--- src/rtl/simplerisc_pkg.sv ---
// Shared definitions for the simplerisc core: PC width, default reset PC and
// the fetch-sequencer state encoding.
package simplerisc_pkg;

  localparam int PC_W = 32;
  localparam logic [PC_W-1:0] DEFAULT_RESET_PC = 32'h0000_0000;

  localparam logic [1:0] FS_BOOT  = 2'd0;
  localparam logic [1:0] FS_RUN   = 2'd1;
  localparam logic [1:0] FS_DRAIN = 2'd2;
  localparam logic [1:0] FS_HALT  = 2'd3;

  typedef enum logic [1:0] {
    ST_BOOT  = FS_BOOT,
    ST_RUN   = FS_RUN,
    ST_DRAIN = FS_DRAIN,
    ST_HALT  = FS_HALT
  } fs_state_t;

endpackage

--- src/rtl/sat_counter.sv ---
// Saturating up-counter with asynchronous active-low clear; it sticks at
// all-ones rather than wrapping.
module sat_counter #(
  parameter int WIDTH = 16
) (
  input  logic             clk,
  input  logic             rst_n,
  input  logic             inc,
  output logic [WIDTH-1:0] count
);

  logic [WIDTH-1:0] count_reg;

  always_ff @(posedge clk or negedge rst_n) begin
    if (!rst_n) begin
      count_reg <= '0;
    end else if (inc && (count_reg != {WIDTH{1'b1}})) begin
      count_reg <= count_reg + {{(WIDTH-1){1'b0}}, 1'b1};
    end
  end

  assign count = count_reg;

endmodule

--- src/rtl/fetch_sequencer.sv ---
// Program-counter owner: picks the next fetch PC, applies load-use stalls,
// squashes wrong-path work on redirects and drains the pipe on hlt.
module fetch_sequencer
  import simplerisc_pkg::*;
#(
  parameter logic [PC_W-1:0] RESET_PC     = DEFAULT_RESET_PC,
  parameter logic [PC_W-1:0] PC_STEP      = 32'd1,
  parameter int              DRAIN_CYCLES = 2
) (
  input  logic            clk,
  input  logic            rst_n,
  input  logic            stall_i,
  input  logic            br_taken_i,
  input  logic [PC_W-1:0] br_target_i,
  input  logic            ret_i,
  input  logic [PC_W-1:0] ra_i,
  input  logic            halt_i,
  output logic [PC_W-1:0] pc_o,
  output logic            pc_en_o,
  output logic            if_id_en_o,
  output logic            if_id_flush_o,
  output logic            id_ex_flush_o,
  output logic            halted_o,
  output logic [15:0]     redirect_cnt_o
);

  localparam int DW = $clog2(DRAIN_CYCLES + 1);

  if (DRAIN_CYCLES < 1) begin : g_bad_drain
    $error("fetch_sequencer: DRAIN_CYCLES must be at least 1");
  end

  fs_state_t       state_reg, state_next;
  logic [PC_W-1:0] pc_reg, pc_next;
  logic [DW-1:0]   drain_reg, drain_next;
  logic            halted_reg, halted_next;
  logic            redirect;

  always_ff @(posedge clk or negedge rst_n) begin
    if (!rst_n) begin
      state_reg  <= ST_BOOT;
      pc_reg     <= RESET_PC;
      drain_reg  <= '0;
      halted_reg <= 1'b0;
    end else begin
      state_reg  <= state_next;
      pc_reg     <= pc_next;
      drain_reg  <= drain_next;
      halted_reg <= halted_next;
    end
  end

  // Defaults are the "frozen and flushing" outputs shared by BOOT, DRAIN and HALT.
  always_comb begin
    state_next    = state_reg;
    pc_next       = pc_reg;
    drain_next    = drain_reg;
    redirect      = 1'b0;
    pc_en_o       = 1'b0;
    if_id_en_o    = 1'b0;
    if_id_flush_o = 1'b1;
    id_ex_flush_o = 1'b1;
    case (state_reg)
      ST_BOOT: state_next = ST_RUN;
      ST_RUN: begin
        if (halt_i) begin
          drain_next = DW'(DRAIN_CYCLES - 1);
          state_next = ST_DRAIN;
        end else if (br_taken_i || ret_i) begin
          redirect   = 1'b1;
          pc_next    = br_taken_i ? br_target_i : ra_i;
          pc_en_o    = 1'b1;
          if_id_en_o = 1'b1;
        end else if (stall_i) begin
          if_id_flush_o = 1'b0;
        end else begin
          pc_next       = pc_reg + PC_STEP;
          pc_en_o       = 1'b1;
          if_id_en_o    = 1'b1;
          if_id_flush_o = 1'b0;
          id_ex_flush_o = 1'b0;
        end
      end
      ST_DRAIN: begin
        if (drain_reg == '0) begin
          state_next = ST_HALT;
        end else begin
          drain_next = drain_reg - DW'(1);
        end
      end
      ST_HALT: state_next = ST_HALT;
      default: state_next = ST_BOOT;
    endcase
  end

  assign halted_next = (state_next == ST_HALT);

  sat_counter #(.WIDTH(16)) u_redirect_cnt (
    .clk   (clk),
    .rst_n (rst_n),
    .inc   (redirect),
    .count (redirect_cnt_o)
  );

  assign pc_o     = pc_reg;
  assign halted_o = halted_reg;

endmodule
--- config.mk ---
export PLATFORM = sky130hd
export DESIGN_NAME = fetch_sequencer
export DESIGN_NICKNAME = d
export VERILOG_FILES = /design/src/rtl/simplerisc_pkg.sv /design/src/rtl/sat_counter.sv /design/src/rtl/fetch_sequencer.sv
export SDC_FILE = /design/constraint.sdc
export NUM_CORES = 1
export LEC_CHECK = 0
export ABC_AREA = 0
export ABC_CLOCK_PERIOD_IN_PS = 2890
export CORE_UTILIZATION = 41
export DETAILED_ROUTE_END_ITERATION = 10
export DONT_BUFFER_PORTS = 1
export GPL_TIMING_DRIVEN = 0
export PLACE_DENSITY = 0.56
export SKIP_LAST_GASP = 1
export SLEW_MARGIN = 20
export SYNTH_ARGS = -nofsm -noshare
export SYNTH_HDL_FRONTEND = slang
export SYNTH_SLANG_ARGS = --single-unit
--- constraint.sdc ---
create_clock -name clk -period 2.89 [get_ports clk]
set_input_delay 0.7225 -clock clk [delete_from_list [all_inputs] [get_ports clk]]
set_output_delay 0.7225 -clock clk [all_outputs]
set_load 0.01 [all_outputs]
Word level (Yosys, flattened, before mapping)
Index checks and enable logic that the tools add are counted.
- $add $sub $neg: 3
- equality and inequality tests: 8
- multiplexer cells: 22
- bitwise gates (word level): 1
- reductions and logical operators: 7
- operator list (operator ; number):
    $mux W32 ; 3
    $add A32 B1 Y32 const B ; 1
    $add A16 B1 Y16 const B ; 1
    $ne A16 B16 Y1 const B ; 1
    $mux W1 ; 13
    $mux W2 ; 4
    $pmux W2 S4 ; 1
    $eq A2 B2 Y1 const B ; 3
    $reduce_and A3 Y1 ; 2
    $logic_not A2 Y1 ; 2
    $ne A2 B2 Y1 const B ; 2
    $pmux W2 S2 ; 1
    $eq A2 B1 Y1 const B ; 1
    $ne A2 B1 Y1 const B ; 1
    $reduce_bool A2 Y1 ; 1
    $sub A2 B1 Y2 const B ; 1
    $logic_and A1 B1 Y1 ; 1
    $logic_or A1 B1 Y1 ; 1
    $not A1 Y1 ; 1
- bits in registers: 53
- output and inout bits: 53
- logic and storage cells: 46

Longest topological paths before layout
Gate-level depths: netlist (run 1).
- word-level depth: 5
- mapped depth: 7
- mapped depth without buffers: 6

Hierarchy
Synthesis (run 1) repeated with hierarchy kept, for this count alone.
- cell total of the unflattened synthesis: 391
- area total of the unflattened synthesis: 3420.8 sq um
- modules (own cells, without submodules) (module ; times used ; cells each ; area each (sq um) ; seq. area each (sq um)):
    fetch_sequencer ; 1 ; 319 ; 2561.2 ; 925.9
    sat_counter ; 1 ; 72 ; 859.6 ; 400.4

Worst setup path after synthesis (run 1)
Ideal clock, no wire load.
- path type: in2out
- start: input halt_i
- end: output pc_en_o
- data arrival time: 1797 ps
- data required time: 2168 ps
- setup slack: 370 ps
- cell stages on the path: 6
- buffers on the path: 3
- cells stage by stage: or3b_4 a21o_1 buf_6 inv_2 buf_2 buf_4
- longest elaborated chain between the ends: 2
- ends and longest elaborated chain (element ; line ; RTL):
    start: declaration ; fetch_sequencer.sv:17 ; input logic halt_i,
    $mux W1 (2 in a row) ; -- ;
    end: declaration ; fetch_sequencer.sv:19 ; output logic pc_en_o,
Every way passes these cells.

Worst setup path in the final report (run 1)
- start: input ret_i
- end: output if_id_flush_o
- longest elaborated chain between the ends: 4
- ends and longest elaborated chain (element ; line ; RTL):
    start: declaration ; fetch_sequencer.sv:15 ; input logic ret_i,
    $logic_or A1 B1 Y1 ; fetch_sequencer.sv:69 ; end else if (br_taken_i || ret_i) begin
    $mux W1 ; fetch_sequencer.sv:69 ;
    $mux W1 ; fetch_sequencer.sv:66 ; if (halt_i) begin
    $mux W1 ; fetch_sequencer.sv:63 ; case (state_reg)
    end: declaration ; fetch_sequencer.sv:21 ; output logic if_id_flush_o,
Every way passes these cells.

==> flow_summary.toml, run 1 <==
[finish]
nFillCells = 784
largest_reg_flops = 32
syn_to_final_growth_pct = 7.40
seq_area_sq_um = 1330
nets = 460
diodes = 0
multi_input_area_sq_um = 1820
drive_gt1_frac = 0.0619

[timing]
slew_viol_final = 0
finalSetupViolCount = 0
max_slew_margin = 0.568
rsz0062_at_grt = "false"
tns_ps = 0
fin_crit_sh = 0.967
clock_skew_ps = 15.9
period_minus_slack_ps = 2800
fmax_mhz = 358
worst_pin_slew_ps = 648
finalHoldViolations = 0

[synth]
synth.top_cell.area_share = 0.400
synth_edf_count = 0
synthCells = 380
synth_warnings = 0
yosysUniqueCellTypes = 54
synthesis.area_sq_um = 3310
syn-num-nets = 453
synth_top_area_cell = "dfrtp_1"
synth_area_leaders = "dfrtp_1 40%, o21ai_0 5.6%, a21oi_1 3.9%"
syn_avg_cell_area_sq_um = 8.72
synth-seq-cells = 53
yosysSeqAreaShare = 0.400
async_flop_share = 1.00
synth_ff_type = "dfrtp_1"

[place]
hpwl_mm = 7.77
place_congestion = 0.880
port_buffers = 0

[routing]
wl_per_cell_microns = 21.9
first_iter_violations = 264
vias = 3166
wl_mm = 10.7
avgViaCountPerCell = 6.46
route.detailed.drc = 0
drt-pass1-iter-count = 5
ant_nets = 0

[pwr]
leakagePower_uw = 0.00140
power_switching_uw = 581
powerDensity_nw_per_um2 = 501
clkPwrFrac = 0.297
pwr-share-comb = 0.137
internal-power_uw = 1200
peakVddDrop_mv = 0.221
seqPwrFrac = 0.565
power.total_uw = 1780
p_sw_frac = 0.326

[clocking]
htreeDepth = 2
clock_latency_ps = 320
clock_tree.buffer_depth = 2
cts_sinks = 53
ctsHoldBuffers = 0
cts_root_buffer = "clkbuf_8"
cts_made_buffers = 5
path_clk_slew_ps = 110
tritoncts = "done"

[critical_path]
arrival_ps = 2070
crit_slowest_cell = "buf_1"
start_kind = "input port"
critPathKind = "in -> out"
reg2reg_depth = 6
slowest_delay_ps = 560
crit_family = "buffers and inverters"
cp.depth = 4
cp_num_buf_inv = 2
setup.worst_path.end_class = "output pin"
worstPathCellList = "nor2_1 -> clkbuf_1 -> buf_1 -> nand2_1"
worstPathRequired_ps = 2170
worstPathMaxFanout = 10

[floorplanning]
fp.coreArea_sq_um = 7770
start_util = 0.427
ios = 123
die_h_microns = 91.9
die_area_sq_um = 8450
rows = 32
fp.dieW_microns = 91.9

[outcome]
status = "complete, no violations"

[global_route]
grt_pass1_wl_mm = 17.0
grt_max_degree = 54
grt_util_all_layers = 0.266
grt_pass1_vias = 3012
gr-total-overflow = 0
antenna_found_initial = 0

[min_path]
hold_path.class = "in -> async"

[flow_run]
drv_cap = 0
[synthesized netlist by cell type (3+ instances only)]
master     count
nor2_1        30
nand3_1       18
buf_4          4
nand2b_1       3
a31oi_1       11
o21ai_1        4
mux2i_1        5
a22oi_1        9
o2bb2ai_1      5
and3_1         7
nor4_1         7
buf_2          3
o31ai_1        3
xnor2_1        6
nor3_1         7
xor2_1         9
nand2_1       22
and4_1         8
ha_1           3
a221oi_1       5
a22o_1         8
dfrtp_1       53
o21a_1         7
inv_1          8
clkbuf_1      17
a21oi_1       26
o311ai_1       3
a41oi_1        3
o21ai_0       37
nand4_1       16
[area by class of cell]
| type | count | share of cell area |
|---|---|---|
| tap | 102 | 0.0359 |
| sequential | 53 | 0.373 |
| inverter | 9 | 0.00949 |
| multi-input combinational | 290 | 0.510 |
| clock buffer | 5 | 0.0193 |
| buffer | 28 | 0.0397 |
| clock inverter | 3 | 0.0130 |
[power groups by stage]
stage	registers [uW]	clock network, uW	logic (uW)
after floorplan	978	0	194
after global placement	1020	0	236
after detailed placement	1020	0	244
after CTS	1010	547	246
after global routing	1030	575	282
final	1010	530	245
[layout by cell type (no fill, tap or decap), drive strengths merged, types with 11 or more instances in the layout]
cell and n:
nand2 22, o21ai 41, a31oi 11, nor2 30
a21oi 26, buf 11, dfrtp 53, clkbuf 22
nand3 18, nand4 17
[cells by family (layout without fill, tap and decap cells)]
logic type / after synthesis / after routing / share of synthesized area
adders and majority gates: 3 / 3 / 0.0113
muxes: 6 / 6 / 0.0185
buffers and inverters: 37 / 45 / 0.0521
xor gates and xnor gates: 15 / 15 / 0.0396
AOI/OAI and AO/OA: 134 / 134 / 0.261
DFF: 53 / 53 / 0.400
and+or+nand+nor: 132 / 132 / 0.217
[repair_timing]
action	CTS	global route
resized for setup	0	2
hold endpoints to repair	0	0
setup endpoints to repair	0	1
buffers inserted	0	0
[routing by layer]
metal	track usage	share of wire
met1	0.372	0.43
met2	0.410	0.46
met3	0.0647	0.093
met4	0.0703	0.016
met5	0	0
[worst paths after layout]
kind / from / endpoint / slack, ps
max: ret_i / if_id_flush_o / 90
min: rst_n / u_redirect_cnt.count[3]$_DFFE_PN0P_ / 90
max reg2reg: pc_o[2]$_DFFE_PN0P_ / pc_o[31]$_DFFE_PN0P_ / 650
min reg2reg: drain_reg[0]$_DFFE_PN0P_ / drain_reg[0]$_DFFE_PN0P_ / 530
max in group asynchronous: rst_n / pc_o[11]$_DFFE_PN0P_ / 2700
min in group clk: halt_i / state_reg[1]$_DFF_PN0_ / 530
[per-stage QoR]
step | cell area, sq um | setup slack (ps) | instances | hold WS, ps | util
after floorplan | 3310 | 370 | 380 | 427 | -
after global placement | 3440 | 128 | 482 | 428 | 0.443
after detailed placement | 3440 | 111 | 482 | 428 | 0.443
after CTS | 3560 | 20.6 | 490 | 74.3 | 0.458
after global routing | 3560 | 17.0 | 490 | 60.5 | 0.458
final | 3560 | 94.5 | 490 | 87.6 | 0.458
Note: power is estimated with default switching activity, not from simulation.
==> run 2: changes to the inputs <==
--- a/config.mk
+++ b/config.mk
@@ -7,6 +7,8 @@
 export LEC_CHECK = 0
 export ABC_AREA = 0
 export ABC_CLOCK_PERIOD_IN_PS = 2890
+export CAP_MARGIN = 25
+export CORE_MARGIN = 10
 export CORE_UTILIZATION = 41
 export DETAILED_ROUTE_END_ITERATION = 10
 export DONT_BUFFER_PORTS = 1
==> run 2 against run 1 <==
Against the previous run:
- via count down 1.9%
- count of clock-buffer cells in the layout up 1
- flip-flop and latch count unchanged
- setup slack worse by 10 ps
- first-iteration DRC count down 18%
- non-clock buffer count unchanged
- total power up 2.2%
- critical path depth up 2
==> flow_summary.toml, run 2 (same netlist as run 1, synthesis figures left out) <==
[outcome]
status = "complete, no violations"

[timing]
max_slew_margin = 0.499
tns_ps = 0
period_minus_slack_ps = 2810
finalSetupViolCount = 0
rsz0062_at_grt = "false"
clock_skew_ps = 10.0
fin_crit_sh = 0.971
finalHoldViolations = 0
worst_pin_slew_ps = 752
fmax_mhz = 356
slew_viol_final = 0

[place]
hpwl_mm = 8.77
port_buffers = 0
place_congestion = 0.881
dp.cells = 482

[global_route]
grt_pass1_wl_mm = 18.3
gr-total-overflow = 0
grt_max_degree = 54
grt_pass1_vias = 3165
antenna_found_initial = 0
grt_util_all_layers = 0.197

[clocking]
clock_latency_ps = 320
htreeDepth = 2
path_clk_slew_ps = 110
cts_root_buffer = "clkbuf_8"
cts_sinks = 53
cts_made_buffers = 5
tritoncts = "done"
clock_tree.buffer_depth = 2
ctsHoldBuffers = 0
cts_setup_buffers = 0
cts.repair.resized = 1

[critical_path]
worstPathCellList = "or3b_4 -> a21o_1 -> buf_6 -> inv_2 -> clkbuf_4 -> buf_4"
cp_num_buf_inv = 4
worstPathMaxFanout = 11
arrival_ps = 2080
crit_slowest_cell = "dfrtp_1"
worstPathRequired_ps = 2170
critPathKind = "reg -> out"
start_kind = "register"
setup.worst_path.end_class = "output pin"
crit_family = "buffers and inverters"
slowest_delay_ps = 470

[floorplanning]
die_area_sq_um = 12100
start_util = 0.425
ios = 123
fp.dieW_microns = 110
rows = 32
fp.coreArea_sq_um = 7810
die_h_microns = 110

[pwr]
powerDensity_nw_per_um2 = 511
seqPwrFrac = 0.558
power.total_uw = 1820
power_switching_uw = 596
peakVddDrop_mv = 0.278
clkPwrFrac = 0.306
pwr-share-comb = 0.136
internal-power_uw = 1220
leakagePower_uw = 0.00140
p_sw_frac = 0.327

[finish]
layout_commonest_cell = "dfrtp_1"
nets = 460
largest_reg_flops = 32
syn_to_final_growth_pct = 7.59
drive_gt1_frac = 0.0644
layout_common_cells = "53 x dfrtp_1, 37 x o21ai_0, 30 x nor2_1, 26 x a21oi_1, 22 x nand2_1"
stdcell_count = 490
fin_util = 0.457
diodes = 0

[routing]
vias = 3107
drt-pass1-iter-count = 4
avgViaCountPerCell = 6.34
route.detailed.drc = 0
wl_per_cell_microns = 24.0
ant_nets = 0
first_iter_violations = 217
wl_mm = 11.8

[flow_run]
drv_cap = 0

[min_path]
hold_path.class = "in -> async"
run 2: cell types whose count changed in the layout (fill, tap and decap cells not counted):
| cell | before | now |
|---|---|---|
| buf_1 | 2 | 1 |
| buf_2 | 2 | 3 |
| buf_4 | 5 | 4 |
| clkbuf_4 | 0 | 1 |
| clkbuf_8 | 5 | 6 |
| clkinv_4 | 1 | 0 |
run 2: power groups by stage:
stage | combinational, uW | sequential (uW) | clock [uW]
6_report | 247 | 1020 | 558
5_1_grt | 287 | 1040 | 604
4_1_cts | 248 | 1020 | 562
3_5_place_dp | 247 | 1030 | 0
3_3_place_gp | 236 | 1030 | 0
2_1_floorplan | 194 | 978 | 0
run 2: area by class of cell:
cell class / instances / area (sq um)
sequential: 53 / 1330
clock buffer: 6 / 82.6
clock inverter: 2 / 37.5
inverter: 9 / 33.8
buffer: 28 / 143
multi-input combinational: 290 / 1820
fill: 789 / 4240
tap: 102 / 128
run 2: path summary, 6_finish.rpt:
kind | start | endpoint | slack [ps] | cells after the start
setup / recovery | state_reg[1]$_DFF_PN0_ | pc_en_o | 80 | 6
hold / removal | rst_n | pc_o[26]$_DFFE_PN0P_ | 80 | 0
setup reg to reg | pc_o[0]$_DFFE_PN0P_ | pc_o[31]$_DFFE_PN0P_ | 680 | 6
hold reg to reg | drain_reg[0]$_DFFE_PN0P_ | drain_reg[0]$_DFFE_PN0P_ | 520 | 2
max in group asynchronous | rst_n | pc_o[15]$_DFFE_PN0P_ | 2700 | 0
min in group clk | halt_i | state_reg[1]$_DFF_PN0_ | 510 | 1
run 2: metrics by stage:
| step | area, sq um | hold WS (ps) | setup slack, ps |
|---|---|---|---|
| 6_report | 3570 | 79.3 | 84.2 |
| 5_1_grt | 3570 | 55.6 | 6.52 |
| 4_1_cts | 3560 | 76.5 | 7.25 |
| 3_5_place_dp | 3440 | 429 | -36.3 |
| 3_3_place_gp | 3440 | 429 | -3.48 |
| 2_1_floorplan | 3310 | 427 | 370 |
run 2: layer usage:
metal,share of wire,global-route usage
met1,0.39,0.247
met5,0,0
met3,0.12,0.0673
met2,0.47,0.310
met4,0.021,0.0623
==> run 3: changes to the inputs <==
--- a/config.mk
+++ b/config.mk
@@ -6,12 +6,13 @@
 export NUM_CORES = 1
 export LEC_CHECK = 0
 export ABC_AREA = 0
-export ABC_CLOCK_PERIOD_IN_PS = 2890
+export ABC_CLOCK_PERIOD_IN_PS = 3400
 export CAP_MARGIN = 25
 export CORE_MARGIN = 10
 export CORE_UTILIZATION = 41
 export DETAILED_ROUTE_END_ITERATION = 10
 export DONT_BUFFER_PORTS = 1
+export GPL_ROUTABILITY_DRIVEN = 0
 export GPL_TIMING_DRIVEN = 0
 export PLACE_DENSITY = 0.56
 export SKIP_LAST_GASP = 1
==> constraint.sdc (replaced) <==
create_clock -name clk -period 3.4 [get_ports clk]
set_input_delay 0.85 -clock clk [delete_from_list [all_inputs] [get_ports clk]]
set_output_delay 0.85 -clock clk [all_outputs]
set_load 0.01 [all_outputs]
==> run 3 against run 2 <==
Against the previous run:
- count of clock-buffer cells in the layout unchanged
- flip-flop and latch count unchanged
- register-to-register slack improved by 510 ps
- via count increased by 0.39%
- clock skew increased by 2.6 ps
- total power decreased by 15%
- utilization about the same
- die area unchanged
==> flow_summary.toml, run 3 (same netlist as run 1, synthesis figures left out) <==
[outcome]
status = "complete, no violations"

[finish]
layout_commonest_cell = "dfrtp_1"
nets = 460
drive_gt1_frac = 0.0619
diodes = 0
stdcell_count = 490
syn_to_final_growth_pct = 7.47
layout_common_cells = "53 x dfrtp_1, 37 x o21ai_0, 30 x nor2_1, 26 x a21oi_1, 22 x nand2_1"
nFillCells = 786
largest_reg_flops = 32

[timing]
fmax_mhz = 319
slew_viol_final = 0
finalSetupViolCount = 0
clock_skew_ps = 12.6
tns_ps = 0
max_slew_margin = 0.517
fin_crit_sh = 0.922
finalHoldViolations = 0
period_minus_slack_ps = 3130
rsz0062_at_grt = "false"
worst_pin_slew_ps = 724

[clocking]
cts_sinks = 53
cts_root_buffer = "clkbuf_8"
clock_tree.buffer_depth = 2
cts.repair.resized = 0
tritoncts = "done"
cts_setup_buffers = 0
path_clk_slew_ps = 110
cts_made_buffers = 5
ctsHoldBuffers = 0
clock_latency_ps = 320
htreeDepth = 2

[global_route]
gr-total-overflow = 0
grt_util_all_layers = 0.197
grt_pass1_wl_mm = 18.3
antenna_found_initial = 0
grt_pass1_vias = 3165
grt_max_degree = 54

[critical_path]
crit_family = "buffers and inverters"
worstPathRequired_ps = 2550
crit_slowest_cell = "buf_1"
critPathKind = "in -> out"
worstPathCellList = "nor2_1 -> clkbuf_1 -> buf_1 -> nand2_1"
worstPathMaxFanout = 10
arrival_ps = 2280
setup.worst_path.end_class = "output pin"
start_kind = "input port"
cp_num_buf_inv = 2
slowest_delay_ps = 610

[pwr]
powerDensity_nw_per_um2 = 434
peakVddDrop_mv = 0.235
leakagePower_uw = 0.00140

[routing]
wl_mm = 11.7
avgViaCountPerCell = 6.37
first_iter_violations = 216
route.detailed.drc = 0
ant_nets = 0
wl_per_cell_microns = 24.0
vias = 3119
drt-pass1-iter-count = 4

[flow_run]
drv_cap = 0

[place]
dp.cells = 482
hpwl_mm = 8.77
port_buffers = 0

[floorplanning]
fp.coreArea_sq_um = 7810
die_h_microns = 110
fp.dieW_microns = 110
die_area_sq_um = 12100
ios = 123
rows = 32
start_util = 0.425

[min_path]
hold_path.class = "in -> async"
==> run 3: worst paths after layout <==
kind	from	end	slack, ps	depth (start not counted)
min reg2reg	drain_reg[0]$_DFFE_PN0P_	drain_reg[0]$_DFFE_PN0P_	520	2
max	ret_i	if_id_flush_o	270	4
min in group clk	drain_reg[0]$_DFFE_PN0P_	drain_reg[0]$_DFFE_PN0P_	520	2
max in group asynchronous	rst_n	pc_o[13]$_DFFE_PN0P_	3080	0
max reg2reg	pc_o[0]$_DFFE_PN0P_	pc_o[31]$_DFFE_PN0P_	1190	6
min	rst_n	pc_o[26]$_DFFE_PN0P_	210	0
==> run 3: where the power goes <==
group,internal (uW),switching (uW)
registers,704,158
logic,96.1,114
clock network,240,232
==> run 3: cell type report <==
type	instances	area (sq um)	share of cell area
flip-flops and latches	53	1330	0.372
multi-input cells	290	1820	0.510
plain buffers	28	139	0.0390
well taps	102	128	0.0358
clock buffers	6	82.6	0.0232
clock inverters	2	37.5	0.0105
inverters	9	33.8	0.00948
==> run 3: stage by stage <==
stage	total power (uW)	util	instance area (sq um)	worst slack (ps)	hold WS (ps)
after detailed placement	1090	0.441	3440	219	501
after floorplan	997	-	3310	625	474
after global placement	1070	0.441	3440	252	494
final	1550	0.456	3560	266	206
after global routing	1640	0.456	3560	138	183
after CTS	1550	0.456	3560	218	204
==> run 3: layer usage <==
metal  share of wire  global-route usage  routed length (microns)  up-vias
met2            0.47               0.310                     5490      154
met4           0.020              0.0623                      237        0
met3            0.10              0.0673                     1220       15
met1            0.41               0.247                     4790     1491
met5               0                   0                        0        -
li1                -                   -                        -     1459
